`config.mk`:
```
export PLATFORM = sky130hd
export DESIGN_NAME = wave_shaper_pipe
export DESIGN_NICKNAME = d
export VERILOG_FILES = /design/src/rtl/wave_shaper_pipe.sv
export SDC_FILE = /design/constraint.sdc
export NUM_CORES = 1
export LEC_CHECK = 0
export CORE_MARGIN = 2
export CORE_UTILIZATION = 40
export CTS_CLUSTER_SIZE = 16
export DETAILED_ROUTE_END_ITERATION = 10
export PLACE_DENSITY_LB_ADDON = 0.25
export SLEW_MARGIN = 20
export SYNTH_ARGS = -nofsm -noshare
export SYNTH_HDL_FRONTEND = slang
export SYNTH_SLANG_ARGS = --single-unit
```
`constraint.sdc`:
```
create_clock -name clk -period 4.76 [get_ports clk]
set_input_delay 1.19 -clock clk [delete_from_list [all_inputs] [get_ports clk]]
set_output_delay 1.19 -clock clk [all_outputs]
set_load 0.05 [all_outputs]
```
`src/rtl/wave_shaper_pipe.sv`:
```
// Phase-to-amplitude shaper: triangle, sawtooth, square and quarter-wave cosine.
// Two-stage pipeline. Wave and duty selections are shadowed and applied at phase wrap or on accept.
module wave_shaper_pipe #(
    parameter int unsigned PHASE_W  = 8,
    parameter int unsigned AMP_W    = 10,
    parameter int unsigned LUT_AW   = 6,
    parameter int unsigned SEL_SYNC = 1
) (
    input  logic               clk,
    input  logic               rstn,
    input  logic               en,
    input  logic               phase_vld,
    input  logic [PHASE_W-1:0] phase_in,
    input  logic [1:0]         sel,
    input  logic [PHASE_W-1:0] duty,
    output logic [AMP_W-1:0]   amplitude,
    output logic               out_vld,
    output logic [1:0]         sel_act,
    output logic               chg_pend
);

    localparam int unsigned N  = 1 << LUT_AW;
    localparam int unsigned TW = AMP_W - 1;
    localparam logic [AMP_W-1:0]   MID      = {1'b1, {(AMP_W-1){1'b0}}};
    localparam logic [PHASE_W-1:0] DUTY_RST = {1'b1, {(PHASE_W-1){1'b0}}};

    typedef enum logic [1:0] {
        WAVE_TRI = 2'b00,
        WAVE_SAW = 2'b01,
        WAVE_SQR = 2'b10,
        WAVE_COS = 2'b11
    } wave_e;

    // Quarter-wave table round((M-1)*cos(pi/2*k/N)), evaluated at elaboration
    // with a fixed-point (2^30) Taylor series so no real arithmetic reaches synthesis.
    function automatic logic [(N+1)*TW-1:0] build_lut();
        logic [(N+1)*TW-1:0] lut;
        longint one, pi_fx, x, x2, term, sum, val;
        lut   = '0;
        one   = longint'(1) << 30;
        pi_fx = 64'sd3373259426;
        for (int unsigned k = 0; k <= N; k++) begin
            x    = (pi_fx * longint'(k)) / longint'(2 * N);
            x2   = (x * x) / one;
            term = one;
            sum  = one;
            for (int unsigned n = 1; n <= 12; n++) begin
                term = -((term * x2) / one) / longint'((2 * n - 1) * (2 * n));
                sum  = sum + term;
            end
            if (sum < 0) sum = 0;
            val = (sum * ((longint'(1) << TW) - 1) + one / 2) / one;
            lut[k*TW +: TW] = TW'(val);
        end
        return lut;
    endfunction

    localparam logic [(N+1)*TW-1:0] LUT = build_lut();

    logic [PHASE_W-1:0] r_last_ph;
    logic [1:0]         r_sel_act;
    logic [PHASE_W-1:0] r_duty_s;
    logic               r_v1;
    wave_e              r_mode;
    logic [1:0]         r_q;
    logic [LUT_AW-1:0]  r_idx;
    logic [AMP_W-1:0]   r_res;
    logic [AMP_W-1:0]   r_amp;
    logic               r_out_vld;

    logic               w_acc;
    logic               w_wrap;
    logic               w_upd;
    logic [1:0]         w_sel;
    logic [PHASE_W-1:0] w_duty;
    logic [PHASE_W-2:0] w_tri;
    logic [AMP_W-1:0]   w_tri_amp;
    logic [AMP_W-1:0]   w_saw_amp;
    logic [AMP_W-1:0]   w_res;
    logic [LUT_AW:0]    w_rev_idx;
    logic [TW-1:0]      w_t_dir;
    logic [TW-1:0]      w_t_rev;
    logic [AMP_W-1:0]   w_cos;

    assign w_acc  = en & phase_vld;
    assign w_wrap = w_acc & (phase_in < r_last_ph);
    assign w_upd  = (SEL_SYNC != 0) ? w_wrap : w_acc;
    // The accepted sample already uses the values being latched into the shadow.
    assign w_sel  = w_upd ? sel  : r_sel_act;
    assign w_duty = w_upd ? duty : r_duty_s;
    assign w_tri  = phase_in[PHASE_W-1] ? ~phase_in[PHASE_W-2:0] : phase_in[PHASE_W-2:0];

    if (AMP_W >= PHASE_W - 1) begin : g_tri_pad
        assign w_tri_amp = AMP_W'(w_tri) << (AMP_W - PHASE_W + 1);
    end else begin : g_tri_trunc
        assign w_tri_amp = AMP_W'(w_tri >> (PHASE_W - 1 - AMP_W));
    end

    if (AMP_W >= PHASE_W) begin : g_saw_pad
        assign w_saw_amp = AMP_W'(phase_in) << (AMP_W - PHASE_W);
    end else begin : g_saw_trunc
        assign w_saw_amp = AMP_W'(phase_in >> (PHASE_W - AMP_W));
    end

    always_comb begin
        w_res = '0;
        case (wave_e'(w_sel))
            WAVE_TRI: w_res = w_tri_amp;
            WAVE_SAW: w_res = w_saw_amp;
            WAVE_SQR: w_res = (phase_in < w_duty) ? {AMP_W{1'b1}} : {AMP_W{1'b0}};
            default:  w_res = '0;
        endcase
    end

    assign w_rev_idx = (LUT_AW+1)'(N) - {1'b0, r_idx};
    assign w_t_dir   = LUT[r_idx*TW +: TW];
    assign w_t_rev   = LUT[w_rev_idx*TW +: TW];

    always_comb begin
        w_cos = MID;
        case (r_q)
            2'd0:    w_cos = MID + AMP_W'(w_t_dir);
            2'd1:    w_cos = MID - AMP_W'(w_t_rev);
            2'd2:    w_cos = MID - AMP_W'(w_t_dir);
            default: w_cos = MID + AMP_W'(w_t_rev);
        endcase
    end

    always_ff @(posedge clk or negedge rstn) begin
        if (!rstn) begin
            r_last_ph <= '1;
            r_sel_act <= '0;
            r_duty_s  <= DUTY_RST;
            r_v1      <= 1'b0;
            r_mode    <= WAVE_TRI;
            r_q       <= '0;
            r_idx     <= '0;
            r_res     <= '0;
            r_amp     <= '0;
            r_out_vld <= 1'b0;
        end else if (!en) begin
            r_last_ph <= '1;
            r_sel_act <= sel;
            r_duty_s  <= duty;
            r_v1      <= 1'b0;
            r_amp     <= '0;
            r_out_vld <= 1'b0;
        end else begin
            r_v1      <= w_acc;
            r_out_vld <= r_v1;
            if (w_acc) begin
                r_last_ph <= phase_in;
                r_mode    <= wave_e'(w_sel);
                r_q       <= phase_in[PHASE_W-1 -: 2];
                r_idx     <= phase_in[PHASE_W-3 -: LUT_AW];
                r_res     <= w_res;
            end
            if (w_upd) begin
                r_sel_act <= sel;
                r_duty_s  <= duty;
            end
            if (r_v1) r_amp <= (r_mode == WAVE_COS) ? w_cos : r_res;
        end
    end

    assign amplitude = r_amp;
    assign out_vld   = r_out_vld;
    assign sel_act   = r_sel_act;
    assign chg_pend  = (sel != r_sel_act) || (duty != r_duty_s);

endmodule

```
==> impl_metrics.tcl, run 1 <==
set metrics [dict create \
    run_status "finished clean" \
    routed_wl_um 15000 \
    cts_tree "yes" \
    synth_xor_xnor_area_share_pct 6.72 \
    antenna_found_initial 0 \
    clock_latency_ns 0.30 \
    antennaDiodeCount 0 \
    path_clk_slew_ns 0.06 \
    max_freq_ghz 0.228 \
    regToRegEndpoint "amplitude[1]$_DFFE_PN0P_" \
    synth_top_family_by_area "compound AO/OA/AOI/OAI gates" \
    synth_cell_types 80 \
    ant_nets 0 \
    max_cap_violations 0 \
    p_leak_nw 2.46 \
    min_to "r_last_ph[5]$_DFFE_PN1P_" \
    postCtsSetupBuffers 0 \
    placed_area_sq_um 5740 \
    crit_path_max_fanout 8 \
    r2r_slack_ns 0.87 \
    die_area_sq_um 13900 \
    p_total_mw 2.09 \
    cp.arrival_ns 4.60 \
    finalCriticalPeriod_ns 4.39 \
    final_nets 741 \
    die_h_um 118 \
    wire_per_inst_um 17.5 \
    drc 0 \
    ir_worst_vdd_mv 0.150 \
    cts.sinks 49 \
    grt_pass1_vias 4691 \
    reg2reg_depth 17 \
    async_reset_ff_share_pct 100 \
    num_vias 5052 \
    muxShareOfSynthArea_pct 5.63 \
    cp-end-kind "flop" \
    synth_area_per_cell_sq_um 7.81 \
    required_ns 4.97 \
    setup_violations 0 \
    numCtsBuffers 5 \
    yosysSeqAreaShare_pct 23.8 \
    yosysTopAreaCellShare_pct 19.3 \
    worstMarginPinSlew_ns 1.02 \
    fillers 1261 \
    dpl.hpwl_um 11000 \
    drt_iter0_markers 482 \
    fin_skew_ns 0.00730 \
    fp.dieW_um 118 \
    yosysTopAreaCell "dfrtp_1" \
    io_pins 36 \
    port_buffers 35 \
    ys_seq_elements 49 \
    h-tree-depth 2 \
    initial_core_util_pct 41.0 \
    synthCells 665 \
    cts-root-buf "clkbuf_16" \
    synth_edf_count 0 \
    hold_class "reg2reg" \
    rsz0062_at_grt "false" \
    startpoint_type "primary input" \
    drive_above_1_share_pct 11.7 \
    synthFlopType "dfrtp_1" \
    synth_fa_ha_area_share_pct 8.67 \
    netlist_area_sq_um 5200 \
    gp_congestion 0.965 \
    dr.pass1.iters 5 \
    min-delay-start "r_last_ph[5]$_DFFE_PN1P_" \
    synthesis.yosys.warnings 0 \
    grtUsageTotal_pct 21.3 \
    coreArea_sq_um 12700 \
    grt_pass1_wl_um 24400 \
    slew_violations 0 \
    ctsLongestPathBuffers 2 \
    core.rowCount 41 \
    stdcell_area_sq_um 5900 \
    grt_start_max_net_pins 50 \
    crit_type "in2reg" \
    powerDensity_nw_per_um2 354 \
    fin_ws_ns 0.370 \
    syn_nets 723 \
    r2r_start "r_idx[1]$_DFFE_PN0P_" \
    grt-ovfl-total 0 \
    fin_crit_sh_pct 92.2 \
    netlist_top_cells_area "dfrtp_1, ha_1, nand2_1" \
    dp_slack_ns -0.00697 \
    relSlewSlack_pct 31.8 \
    hold_violations 0 \
    via_per_inst 5.90 \
    min_path_cells 2 \
    synth_compound_gate_area_share_pct 27.0 \
    yosys.area_share.simple_pct 20.5 \
    synthToLayoutAreaGrowth_pct 13.6 \
]
## cells in the mapped netlist (4+ instances only)
master,count
a211oi_1,7
o211ai_1,22
nor3_1,14
dfstp_2,9
dfrtp_1,40
a21oi_1,42
a31oi_1,13
inv_1,36
mux2_2,6
o31ai_1,6
nand3_1,25
o21ai_0,55
nand2b_1,11
or3_1,8
a22oi_1,4
nor2_1,31
o22ai_1,5
a311oi_1,4
clkbuf_1,34
ha_1,36
xor2_1,14
o21ai_1,4
xnor2_1,19
a221oi_1,4
nand4_1,5
nand2_1,80
mux2i_1,18
nor2b_1,10
buf_2,14
nor4_1,5
## sequential cells by signal, summed over array words and instances, names as in the netlist, 2 cells and up
| register | cells |
|---|---|
| r_res | 9 |
| r_q | 2 |
| sel_act | 2 |
| amplitude | 10 |
| r_mode | 2 |
| r_last_ph | 8 |
| r_duty_s | 8 |
| r_idx | 6 |
## worst max-delay path, cell delays in order
cell             delay, ns
clkdlybuf4s50_1       0.43
ha_1                  0.30
a21o_1                0.15
a21o_1                0.16
a21oi_1               0.18
o21ai_2               0.13
mux2i_1               0.24
ha_1                  0.29
a21oi_1               0.14
nor2b_1               0.06
o21ai_0               0.15
nand2b_1              0.07
a221oi_1              0.28
o221ai_1              0.19
or3_1                 0.50
o221ai_1              0.12
## metrics by stage
step	std cells	hold WS, ns	setup TNS (ns)	utilization [%]
3_3_place_gp	848	0.495	0	45.3
2_1_floorplan	665	0.464	0	-
6_report	856	0.517	0	46.6
4_1_cts	856	0.524	0	46.5
5_1_grt	856	0.542	0	46.6
3_5_place_dp	848	0.510	-0.00697	45.3
## where the power goes
group	switching, mW	total, mW	internal (mW)
Combinational	0.731	1.19	0.461
Clock	0.154	0.377	0.223
Sequential	0.0497	0.521	0.471
Total	0.935	2.09	1.15
## per-layer routing
layer / track usage (%) / up-vias / share of wire, % / wire [um]
met5: 0 / - / 0 / 0
met4: 5.05 / 0 / 1.4 / 204
met3: 3.05 / 16 / 5.0 / 757
met2: 35.8 / 177 / 48 / 7190
met1: 28.9 / 2414 / 46 / 6850
li1: - / 2445 / - / -
## area by class of cell
cell class	count	area [sq um]	area share, %
Clock buffer	7	153	2.59
Timing Repair Buffer	67	588	9.96
Multi-Input combinational cell	523	3570	60.4
Sequential cell	49	1240	21.0
Clock inverter	1	5.00	0.0848
Tap cell	172	215	3.65
Inverter	37	139	2.35
## cell usage in the layout (no fill, tap or decap), drive strengths merged, types with 5 or more instances in the layout
cell type       n
ha             36
buf            33
inv            36
a211oi          7
a21oi          43
o21ai          60
o22ai           5
dfrtp          40
nand2          80
nor2           31
nand3          25
xnor2          22
nor2b          11
mux2i          18
nand2b         11
clkbuf          7
nor3           16
mux2            6
clkdlybuf4s50  34
nor4            5
or3             9
a31oi          13
dfstp           9
nand4           5
o31ai           8
o211ai         23
xor2           14
## cells by family (layout without fill, tap and decap cells)
| logic type | after synthesis | count (layout) |
|---|---|---|
| flip-flops | 49 | 49 |
| AO/OA/AOI/OAI | 212 | 212 |
| XOR/XNOR | 36 | 36 |
| multiplexers | 26 | 26 |
| AND/OR/NAND/NOR | 213 | 213 |
| adder cells (fa/ha/maj) | 36 | 36 |
| buffers and inverters | 93 | 112 |
## how the worst max path moves through the flow
stage	start	end	slack, ns	depth (start not counted)
final	phase_in[1]	r_res[9]$_DFFE_PN0P_	0.37	16
after global routing	phase_in[6]	r_res[9]$_DFFE_PN0P_	0.06	16
after CTS	phase_in[1]	r_res[9]$_DFFE_PN0P_	0.29	16
after detailed placement	phase_in[1]	r_res[9]$_DFFE_PN0P_	-0.007	16
after global placement	phase_in[1]	r_res[9]$_DFFE_PN0P_	0.11	17
after floorplan	r_idx[1]$_DFFE_PN0P_	amplitude[1]$_DFFE_PN0P_	0.34	20
## repair_timing
| action | in CTS | in global routing |
|---|---|---|
| resized for setup | 0 | 1 |
| hold buffers | 0 | 0 |
| setup endpoints to repair | 0 | 2 |
Power figures use the tool's default switching activity.
==> run 2, diff against run 1 <==
Clock period 4.76 ns to 5.2 ns, I/O delays scaled along.
==> impl_metrics.tcl, run 2 (same netlist as run 1, synthesis figures left out) <==
set metrics [dict create \
    dpl.hpwl_um 10900 \
    setup_violations 0 \
    gp_congestion 0.945 \
    cts_tree "yes" \
    min_path_cells 1 \
    initial_core_util_pct 41.0 \
    ctsLongestPathBuffers 2 \
    min-delay-start "amplitude[1]$_DFFE_PN0P_" \
    fin_crit_sh_pct 87.9 \
    grtUsageTotal_pct 21.4 \
    grt_start_max_net_pins 50 \
    dr.pass1.iters 5 \
    setup_tns_ns 0 \
    placed_area_sq_um 5720 \
    cp_common_cell "clkdlybuf4s50_1" \
    powerDensity_nw_per_um2 327 \
    regToRegEndpoint "amplitude[1]$_DFFE_PN0P_" \
    die_area_sq_um 13900 \
    reg2reg_depth 14 \
    path_clk_slew_ns 0.06 \
    max_cap_violations 0 \
    relSlewSlack_pct 51.7 \
    path_cells "clkdlybuf4s50_1, xor2_1, nor4_1, nand4_1, clkdlybuf4s50_1" \
    via_per_inst 5.87 \
    synthToLayoutAreaGrowth_pct 13.7 \
    grt-ovfl-total 0 \
    final_nets 739 \
    drive_above_1_share_pct 11.3 \
    required_ns 3.90 \
    min_to "amplitude[1]$_DFFE_PN0P_" \
    hold_buffers 0 \
    die_h_um 118 \
    cpPeakStageDelay_ns 0.72 \
    crit_buf_inv 2 \
    grt_pass1_wl_um 24600 \
    ant_nets 0 \
    r2r_slack_ns 1.07 \
    fillers 1291 \
    fin_skew_ns 0.00162 \
    ir_worst_vdd_mv 0.128 \
    fp.dieW_um 118 \
    h-tree-depth 2 \
    core.rowCount 41 \
    postCtsResizedCells 0 \
    dp_slack_ns 0.378 \
    startpoint_type "primary input" \
    cp.arrival_ns 3.27 \
    coreArea_sq_um 12700 \
    fin_ws_ns 0.630 \
    num_vias 5013 \
    hold_violations 0 \
    port_buffers 35 \
    numCtsBuffers 5 \
    rsz0062_at_grt "false" \
    path_delay_family "buffers and inverters" \
    final_cell_mix "nand2_1, o21ai_0, a21oi_1" \
    crit_path_max_fanout 6 \
    antennaDiodeCount 0 \
    cts.sinks 49 \
    grt_pass1_vias 4676 \
    r2r_start "r_idx[1]$_DFFE_PN0P_" \
    drt_iter0_markers 453 \
    final_common_cell "nand2_1" \
    routed_wl_um 14900 \
    antenna_found_initial 0 \
    cts-root-buf "clkbuf_16" \
    postCtsSetupBuffers 0 \
    wire_per_inst_um 17.4 \
    io_pins 36 \
    clock_latency_ns 0.29 \
    run_status "finished clean" \
    drc 0 \
    worstMarginPinSlew_ns 0.725 \
    hold_class "reg2reg" \
    crit_slowest_cell "clkdlybuf4s50_1" \
    stdcell_area_sq_um 5910 \
    max_freq_ghz 0.219 \
    crit_type "in2out" \
    finalCriticalPeriod_ns 4.57 \
    slew_violations 0 \
    p_leak_nw 2.46 \
    largest_reg_flops 10 \
    cp-end-kind "primary output" \
]
## run 2: worst max path at each step
stage	from	to	cells past startpoint
after floorplan	phase_in[1]	r_res[9]$_DFFE_PN0P_	17
after global placement	phase_in[1]	r_res[9]$_DFFE_PN0P_	17
after detailed placement	phase_in[1]	r_res[9]$_DFFE_PN0P_	17
after CTS	sel[0]	chg_pend	5
after global routing	phase_in[1]	r_res[9]$_DFFE_PN0P_	17
final	sel[0]	chg_pend	5
## run 2: area by class of cell
class	count	area, sq um	share of cell area [%]
clock buffers	7	143	2.41
repair buffers	65	573	9.70
well taps	172	215	3.64
inverters	37	139	2.35
flip-flops and latches	49	1240	20.9
multi-input cells	523	3570	60.4
clock inverters	1	30.0	0.508
## run 2: worst reg2reg max path, delay by kind of cell, from the launching register on
| family | cells | cell delay (ns) |
|---|---|---|
| compound gates | 5 | 0.98 |
| simple gates | 3 | 0.62 |
| fa+ha+maj | 2 | 0.75 |
| xor+xnor | 1 | 0.26 |
| flops | 1 | 0.38 |
| buf+inv | 1 | 0.17 |
| mux | 2 | 0.86 |
## run 2: layer usage
layer	vias to the layer above	wire (um)	part of all wire [%]	global-route usage [%]
met2	138	7120	48	35.4
met3	12	708	4.8	3.34
met5	-	0	0	0
met4	0	168	1.1	4.89
met1	2426	6900	46	29.4
li1	2437	-	-	-
## run 2: where the power goes
part / switching [mW] / total, mW / internal, mW
sequential: 0.0425 / 0.474 / 0.432
combinational: 0.667 / 1.09 / 0.419
clock: 0.134 / 0.374 / 0.240
## run 2: stage by stage
step	hold WS (ns)	util, %	total power, mW	cells
after floorplan	0.464	-	1.26	665
after global placement	0.493	45.2	1.53	846
after detailed placement	0.503	45.2	1.54	846
after CTS	0.516	46.5	1.92	854
after global routing	0.525	46.6	2.07	854
final	0.518	46.6	1.93	854
